## src/rtl/maze_pkg.sv

```systemverilog
//------------------------------------------------------------------------------
// Module  : maze_pkg
// Brief   : Shared move encodings, error codes and FSM states for the maze
//           path checker.
// Rev     : 1.0  initial release
//------------------------------------------------------------------------------
`default_nettype none

package maze_pkg;

    localparam int MAZE_N_DEFAULT = 17;

    localparam logic [1:0] DIR_RIGHT = 2'd0;
    localparam logic [1:0] DIR_DOWN  = 2'd1;
    localparam logic [1:0] DIR_LEFT  = 2'd2;
    localparam logic [1:0] DIR_UP    = 2'd3;

    localparam logic [2:0] ERR_NONE    = 3'd0;
    localparam logic [2:0] ERR_WALL    = 3'd1;
    localparam logic [2:0] ERR_SHORT   = 3'd2;
    localparam logic [2:0] ERR_EXTRA   = 3'd3;
    localparam logic [2:0] ERR_PROTO   = 3'd4;
    localparam logic [2:0] ERR_TIMEOUT = 3'd5;

    typedef enum logic [2:0] {
        ST_IDLE  = 3'd0,
        ST_LOAD  = 3'd1,
        ST_WAIT  = 3'd2,
        ST_WALK  = 3'd3,
        ST_DRAIN = 3'd4,
        ST_DONE  = 3'd5
    } state_t;

endpackage

`default_nettype wire

```

## src/rtl/maze_step.sv

```systemverilog
//------------------------------------------------------------------------------
// Module  : maze_step
// Brief   : Combinational single-move evaluator: next cell, bounds check and
//           wall lookup against the captured maze.
// Rev     : 1.0  initial release
//------------------------------------------------------------------------------
`default_nettype none

module maze_step
    import maze_pkg::*;
#(
    parameter int N     = MAZE_N_DEFAULT,
    parameter int POS_W = $clog2(N)
) (
    input  logic [POS_W-1:0] i_row,
    input  logic [POS_W-1:0] i_col,
    input  logic [1:0]       i_move,
    input  logic [N*N-1:0]   i_maze,
    output logic [POS_W-1:0] o_next_row,
    output logic [POS_W-1:0] o_next_col,
    output logic             o_illegal
);

    localparam int c_idx_w = $clog2(N*N);

    logic               w_oob;
    logic [POS_W-1:0]   w_row;
    logic [POS_W-1:0]   w_col;
    logic [c_idx_w-1:0] w_idx;

    // Edge tests happen before the add/subtract so a wrapped coordinate can
    // never look like a legal in-range cell.
    always_comb begin
        w_oob = 1'b0;
        w_row = i_row;
        w_col = i_col;
        case (i_move)
            DIR_RIGHT: begin
                if (i_col == POS_W'(N-1)) w_oob = 1'b1;
                else                      w_col = i_col + POS_W'(1);
            end
            DIR_DOWN: begin
                if (i_row == POS_W'(N-1)) w_oob = 1'b1;
                else                      w_row = i_row + POS_W'(1);
            end
            DIR_LEFT: begin
                if (i_col == '0) w_oob = 1'b1;
                else             w_col = i_col - POS_W'(1);
            end
            default: begin
                if (i_row == '0) w_oob = 1'b1;
                else             w_row = i_row - POS_W'(1);
            end
        endcase
    end

    assign w_idx      = c_idx_w'(w_row) * c_idx_w'(N) + c_idx_w'(w_col);
    assign o_next_row = w_row;
    assign o_next_col = w_col;
    assign o_illegal  = w_oob | i_maze[w_idx];

endmodule

`default_nettype wire

```

## config.mk

```make
export PLATFORM = sky130hd
export DESIGN_NAME = maze_step
export DESIGN_NICKNAME = d
export VERILOG_FILES = /design/src/rtl/maze_pkg.sv /design/src/rtl/maze_step.sv
export SDC_FILE = /design/constraint.sdc
export NUM_CORES = 1
export LEC_CHECK = 0
export ABC_CLOCK_PERIOD_IN_PS = 6670
export BUFFER_PORTS_ARGS = -buffer_cell sky130_fd_sc_hd__buf_4
export CAP_MARGIN = 25
export CORE_AREA = 2 2 123 125
export DETAILED_ROUTE_END_ITERATION = 8
export DIE_AREA = 0 0 125 127
export PLACE_DENSITY = 0.5
export SETUP_SLACK_MARGIN = 0.1
export SYNTH_ARGS = -nofsm -noshare
export SYNTH_HDL_FRONTEND = slang
export SYNTH_SLANG_ARGS = --single-unit
```

## constraint.sdc

```tcl
create_clock -name vclk -period 6.67
set_input_delay 0.667 -clock vclk [all_inputs]
set_output_delay 0.667 -clock vclk [all_outputs]
set_load 0.01 [all_outputs]
```

==> flow_summary.toml, run 1 <==
[timing]
max_freq_mhz = 166
relSlewSlack_pct = 40.7
tns_ps = 0
hold_slack_ps = 1710
worstMarginPinSlew_ps = 890
grt_setup_unrepaired = "false"
timing.final.crit_share_pct = 90.2
finalHoldViolations = 0
setup_viol = 0
slew_violations = 0
min_period_ps = 6020

[final_layout]
final_cell_mix = "buf_4 (316), mux4_2 (75), ha_1 (16), nand2_1 (15), a21oi_1 (15)"
drive_above_1_share_pct = 70.0
clkbuf_count = 0
n_antenna_cell = 0
num-fill-cells = 1439
synthToLayoutAreaGrowth_pct = 78.1
final_cells = 760
fin_nets = 900
seq_cell_count = 0
post-route-util_pct = 39.1
seq_area_um2 = 0
final_common_cell = "buf_4"

[detailed_routing]
drc = 0
drtIter0Drc = 135
ant_nets = 0
wirelength_um = 16300
vias_per_cell = 5.23
vias = 3975
avgRoutedWirePerCell_um = 21.4
firstDrtPassIters = 6

[synth]
syn_area_per_cell_um2 = 11.1
ys_seq_area_share_pct = 0
synth_fp_nets = 607
synth.distinct_cells = 53
syn-cell-area_um2 = 3170
yosys_warnings = 0
syn_inst = 285

[setup_path]
start_kind = "input pin"
critPathMaxFanout = 17
worstSetupPathType = "input pin to output port"
endpoint_kind = "output port"
crit_arrival_ps = 5350
critical_path_required_ps = 6000

[power_and_ir_drop]
power_uw = 1040
vdd_drop_max_mv = 0.0906
power_density_nw_per_um2 = 185
power.leakage_uw = 0.00254

[clocking]
cts-hold-fix-buffers = 0

[placement]
gp_congestion = 0.933
io_buffer_count = 312
placed_cells = 760
dp_hpwl_um = 14300

[floorplanning]
die_area_um2 = 15900
die_h_um = 127
core_um2 = 14400
core.rowCount = 44
io_pins = 312
chipWidth_um = 125
initial_utilization_pct = 22.0

[global_routing]
grt_pass1_vias = 4430
grt-ovfl-total = 0
grt_pass1_wl_um = 24800
grtUsageTotal_pct = 19.4
antenna_found_initial = 0
grt_max_degree = 62

[worst_hold_path]
hp-class = "input pin to output port"

[run_status]
status = "finished, final reports clean"

[flow_run]
drv_cap = 0
## stage by stage
stage | setup WS (ps) | instance area, µm²
finish | 652 | 5650
global route | 235 | 5650
floorplan | 1170 | 3170
CTS | 458 | 5640
global placement | 555 | 5640
detailed placement | 464 | 5640
## what timing repair did
item,4_1_cts,5_1_grt
resized for setup,0,1
buffers inserted,0,0
endpoints found under the setup margin,0,1
## final timing paths
check	start	endpoint	slack, ps	cells after the start
worst min-delay path	i_col[3]	o_next_col[3]	1710	3
worst max-delay path	i_move[1]	o_illegal	650	18
## Yosys cell counts (2+ instances only)
master,instances,area [µm²]
nand2_1,15,56.3
buf_6,4,45.0
a221oi_1,3,26.3
o21ai_0,7,35.0
xnor2_1,7,61.3
nor4b_1,2,17.5
o22ai_1,5,31.3
or2_2,2,12.5
ha_1,19,238
and2_1,2,12.5
xor2_1,3,26.3
buf_2,8,40.0
mux2i_1,3,30.0
clkbuf_1,6,22.5
nor3_1,5,25.0
and3_1,2,12.5
buf_4,6,45.0
inv_1,8,30.0
a211oi_1,5,37.5
o221ai_1,2,17.5
mux4_2,75,1690
a22o_1,4,35.0
a21oi_1,15,75.1
mux2_2,5,56.3
a31oi_1,3,18.8
nand3_1,10,50.1
a22oi_1,11,82.6
nor2_1,12,45.0
fa_1,2,40.0
nor2b_1,8,50.1
o21ai_1,3,15.0
a2111oi_0,2,17.5
## worst max-delay path, cell delays in order
cell and delay (ps):
buf_4 190, inv_1 140, or4_1 520, a21oi_1 210
o21ai_1 110, mux2i_1 250, ha_1 280, ha_1 310
fa_1 570, buf_4 260, nor2b_1 510, a22o_1 230
a221oi_1 50, o21ai_0 330, a211oi_1 130, nor4b_1 330
a211o_1 140, buf_4 120
## where the power goes
part	switching (µW)	leakage [µW]	internal (µW)
clock network	0	0	0
registers	0	0	0
logic	482	0.00254	563
## routing by layer
metal / routed length (µm) / vias to the layer above / track usage (%)
met2: 8690 / 188 / 36.7
li1: - / 1819 / -
met1: 6230 / 1952 / 23.8
met3: 1060 / 16 / 3.02
met5: 0 / - / 0
met4: 279 / 0 / 2.75
## logic make-up (layout without fill, tap and decap cells)
logic type | count (synthesis) | after routing | share of synthesized area [%]
and+or+nand+nor | 64 | 64 | 10.3
xor gates and xnor gates | 10 | 10 | 2.76
muxes | 83 | 83 | 56.0
adders and majority gates | 21 | 21 | 8.76
buffers and inverters | 35 | 326 | 6.63
AOI/OAI and AO/OA | 72 | 72 | 15.5
## area by class of cell
| cell class | instances | area [µm²] | share of cell area (%) |
|---|---|---|---|
| inverter | 9 | 33.8 | 0.598 |
| timing repair buffer | 317 | 2390 | 42.4 |
| tap | 184 | 230 | 4.08 |
| multi-input combinational | 250 | 2990 | 53.0 |
Note: power is estimated with default switching activity, not from simulation.
==> run 2: changes to the inputs <==
ABC_CLOCK_PERIOD_IN_PS = 5650   (was 6670)
clock period = 5.65 ns   (was 6.67 ns; I/O delays follow)
==> run 2 against run 1 <==
Net effect:
- setup slack worse by 290 ps
- cell area up 3.2%
- cell count up 1.6%
- critical path type unchanged
- largest cell class unchanged
- highest routed layer unchanged
==> flow_summary.toml, run 2 (synthesis gave the netlist of run 1 again) <==
[final_layout]
seq_cell_count = 0
fin_nets = 912
seq_area_um2 = 0
final_cells = 772
final_common_cell = "buf_4"
final_cell_mix = "buf_4 (324), mux4_2 (75), ha_1 (16), nand2_1 (15), a21oi_1 (13)"
post-route-util_pct = 40.4
synthToLayoutAreaGrowth_pct = 83.9
num-fill-cells = 1439
drive_above_1_share_pct = 72.4
n_antenna_cell = 0
clkbuf_count = 0

[timing]
timing.final.crit_share_pct = 93.5
slew_violations = 0
relSlewSlack_pct = 52.8
setup_ws_ps = 365
worstMarginPinSlew_ps = 703
hold_slack_ps = 1470
setup_viol = 0
finalHoldViolations = 0
max_freq_mhz = 189
min_period_ps = 5290
grt_setup_unrepaired = "false"

[flow_run]
drv_cap = 0

[global_routing]
grt_max_degree = 29
grt_pass1_wl_um = 24500
grt_pass1_vias = 4390
grtUsageTotal_pct = 19.4
grt-ovfl-total = 0
antenna_found_initial = 0

[placement]
dp_hpwl_um = 14500
dp_slack_ps = -74.5
io_buffer_count = 312
placed_cells = 771
gp_congestion = 0.908

[power_and_ir_drop]
vdd_drop_max_mv = 0.0780
power_uw = 1300
power_density_nw_per_um2 = 224
power.leakage_uw = 0.00262

[detailed_routing]
vias = 4032
avgRoutedWirePerCell_um = 21.1
vias_per_cell = 5.22
firstDrtPassIters = 6
drtIter0Drc = 130
wirelength_um = 16300
ant_nets = 0
drc = 0

[setup_path]
critical-path-top-delay-family = "adder cells"
endpoint = "o_illegal"
critPathMaxFanout = 7
critical-path-max-stage-delay_ps = 670
crit_arrival_ps = 4720
start_kind = "input pin"
path_depth = 17
endpoint_kind = "output port"
crit_path_cell_trace = "buf_4 -> inv_1 -> or4_1 -> a21oi_1 -> o21ai_1 -> mux2i_1 -> ha_1 -> ha_1 -> fa_2 -> mux4_2 -> mux4_2 -> nand2_1 -> o21ai_0 -> a211oi_1 -> nor4b_1 -> a211o_1 -> buf_4"
critPathLaunch = "i_move[1]"
cp_num_buf_inv = 3
critical_path_required_ps = 5090
worstSetupPathType = "input pin to output port"
cp_slowest_cell = "fa_2"

[run_status]
status = "finished, final reports clean"

[floorplanning]
core_um2 = 14400
initial_utilization_pct = 22.0
chipWidth_um = 125
io_pins = 312
core.rowCount = 44
die_h_um = 127
die_area_um2 = 15900

[worst_hold_path]
hp-class = "input pin to output port"
run 2: cell count changes in the layout (fill, tap and decap cells not counted), sizes merged:
cell / delta
buf: +12
run 2: worst min-delay path by stage:
| stage | start | end | slack (ps) | cells after the start |
|---|---|---|---|---|
| detailed placement | i_col[3] | o_next_col[3] | 1500 | 3 |
| global route | i_row[4] | o_next_row[1] | 1490 | 3 |
| CTS | i_col[3] | o_next_col[3] | 1500 | 3 |
| floorplan | i_col[3] | o_next_col[3] | 1240 | 1 |
| global placement | i_col[3] | o_next_col[3] | 1490 | 3 |
| finish | i_row[4] | o_next_row[1] | 1470 | 3 |
run 2: timing repair:
item / CTS / global route
setup buffers: 0 / 1
hold endpoints to repair: 0 / 0
endpoints found under the setup margin: 1 / 1
gates resized for setup: 4 / 13
hold buffers: 0 / 0
pin swaps: 0 / 4
run 2: layout make-up:
| type | count | area (µm²) | share of cell area (%) |
|---|---|---|---|
| timing repair buffer | 329 | 2510 | 43.1 |
| tap | 184 | 230 | 3.95 |
| multi-input combinational | 250 | 3050 | 52.3 |
| inverter | 9 | 33.8 | 0.580 |
run 2: where the power goes:
part | internal (µW) | switching (µW) | leakage, µW | total (µW)
clock | 0 | 0 | 0 | 0
sequential | 0 | 0 | 0 | 0
combinational | 713 | 590 | 0.00262 | 1300
total | 713 | 590 | 0.00262 | 1300
run 2: per-layer routing:
metal | part of all wire (%) | wire [µm] | GRT usage, % | up-vias
met5 | 0 | 0 | 0 | -
met4 | 1.5 | 246 | 2.22 | 0
met3 | 6.7 | 1090 | 3.14 | 18
met2 | 52 | 8540 | 36.7 | 182
met1 | 39 | 6410 | 24.1 | 1990
li1 | - | - | - | 1842
run 2: stage by stage:
step	area [µm²]	TNS (ps)
after floorplan	3170	0
after global placement	5750	0
after detailed placement	5750	-74.5
after CTS	5760	0
after global routing	5830	0
final	5830	0
==> run 3: changes to the inputs <==
==> constraint.sdc (replaced) <==
create_clock -name vclk -period 5.65
set_input_delay 0.2825 -clock vclk [all_inputs]
set_output_delay 0.2825 -clock vclk [all_outputs]
set_load 0.01 [all_outputs]
==> run 3 against run 2 <==
Net effect:
- cell count down 1.4%
- utilization down 1.1 points
- critical path depth up 3
- via count down 1.2%
- worst hold slack worse by 550 ps
- routed wire length down 0.51%
- flip-flop and latch count unchanged
- maximum frequency up 4.0%
- critical path type unchanged
==> flow_summary.toml, run 3 (synthesis gave the netlist of run 1 again) <==
[timing]
relSlewSlack_pct = 36.6
setup_viol = 0
tns_ps = 0
finalHoldViolations = 0
slew_violations = 0
timing.final.crit_share_pct = 89.9
worstMarginPinSlew_ps = 951
grt_setup_unrepaired = "false"
hold_slack_ps = 927
setup_ws_ps = 568
min_period_ps = 5080
max_freq_mhz = 197

[detailed_routing]
vias = 3983
firstDrtPassIters = 4
avgRoutedWirePerCell_um = 21.3
wirelength_um = 16200
drc = 0
drtIter0Drc = 208
vias_per_cell = 5.23
ant_nets = 0

[setup_path]
start_kind = "input pin"
endpoint_kind = "output port"
crit_arrival_ps = 4800
worstSetupPathType = "input pin to output port"
critical_path_required_ps = 5370
critPathLaunch = "i_row[0]"
critPathMaxFanout = 17

[clocking]
cts-hold-fix-buffers = 0

[final_layout]
final_common_cell = "buf_4"
fin_nets = 901
seq_cell_count = 0
clkbuf_count = 0
final_cell_mix = "buf_4 (317), mux4_2 (75), ha_1 (16), nand2_1 (15), a21oi_1 (15)"
synthToLayoutAreaGrowth_pct = 78.7
seq_area_um2 = 0
drive_above_1_share_pct = 70.2
n_antenna_cell = 0

[worst_hold_path]
worstHoldStart = "i_col[3]"
hp-class = "input pin to output port"

[power_and_ir_drop]
power_density_nw_per_um2 = 219
vdd_drop_max_mv = 0.0898
power.leakage_uw = 0.00255

[global_routing]
grt_pass1_vias = 4375
grt_pass1_wl_um = 24300
antenna_found_initial = 0
grt-ovfl-total = 0
grtUsageTotal_pct = 19.1
grt_max_degree = 52

[placement]
io_buffer_count = 312
gp_congestion = 0.902
dp_slack_ps = 452
dp_hpwl_um = 14200

[floorplanning]
die_h_um = 127
initial_utilization_pct = 22.0
die_area_um2 = 15900
io_pins = 312
core.rowCount = 44
chipWidth_um = 125
core_um2 = 14400

[flow_run]
drv_cap = 0

[run_status]
status = "finished, final reports clean"
run 3: routing by layer:
metal	part of all wire [%]	track usage, %	vias to the layer above
li1	-	-	1821
met1	40	24.1	1971
met2	53	36.3	185
met3	6.7	3.02	6
met4	0.54	1.18	0
met5	0	0	-
run 3: path summary, 6_finish.rpt:
check / endpoint / slack (ps) / cells after the start
setup / recovery: o_illegal / 570 / 20
hold / removal: o_next_col[3] / 930 / 3
run 3: power breakdown:
group | total, µW | switching, µW | internal [µW]
logic | 1240 | 570 | 672
registers | 0 | 0 | 0
clock network | 0 | 0 | 0
run 3: worst max-delay path: stages:
cell,delay [ps]
buf_4,120
inv_1,80
ha_1,200
nor3b_1,350
nand2_1,120
nand3_1,100
o21ai_0,170
ha_1,330
ha_1,310
ha_4,180
fa_1,670
buf_4,300
nor2_1,190
a22o_1,260
a221oi_1,220
o21ai_0,140
a211oi_1,270
nor4b_1,90
a211o_1,240
buf_4,150
run 3: what timing repair did:
action / in CTS / in global routing
resized for setup: 0 / 3
setup endpoints to repair: 0 / 1
buffers inserted: 0 / 0
run 3: final cells by class:
cell class                      instances  area [µm²]
Fill cell                            1465        8760
Tap cell                              184         230
Multi-Input combinational cell        250        3000
Inverter                                9        33.8
Timing Repair Buffer                  318        2400
run 3: stage by stage:
step                      utilization, %  instances  total power [µW]  cell area, µm²
final                               39.3        761              1240            5670
after CTS                           39.2        761              1250            5650
after global routing                39.3        761              1340            5670
after floorplan                        -        285               853            3170
after detailed placement            39.2        761              1240            5650
after global placement              39.2        761              1230            5650
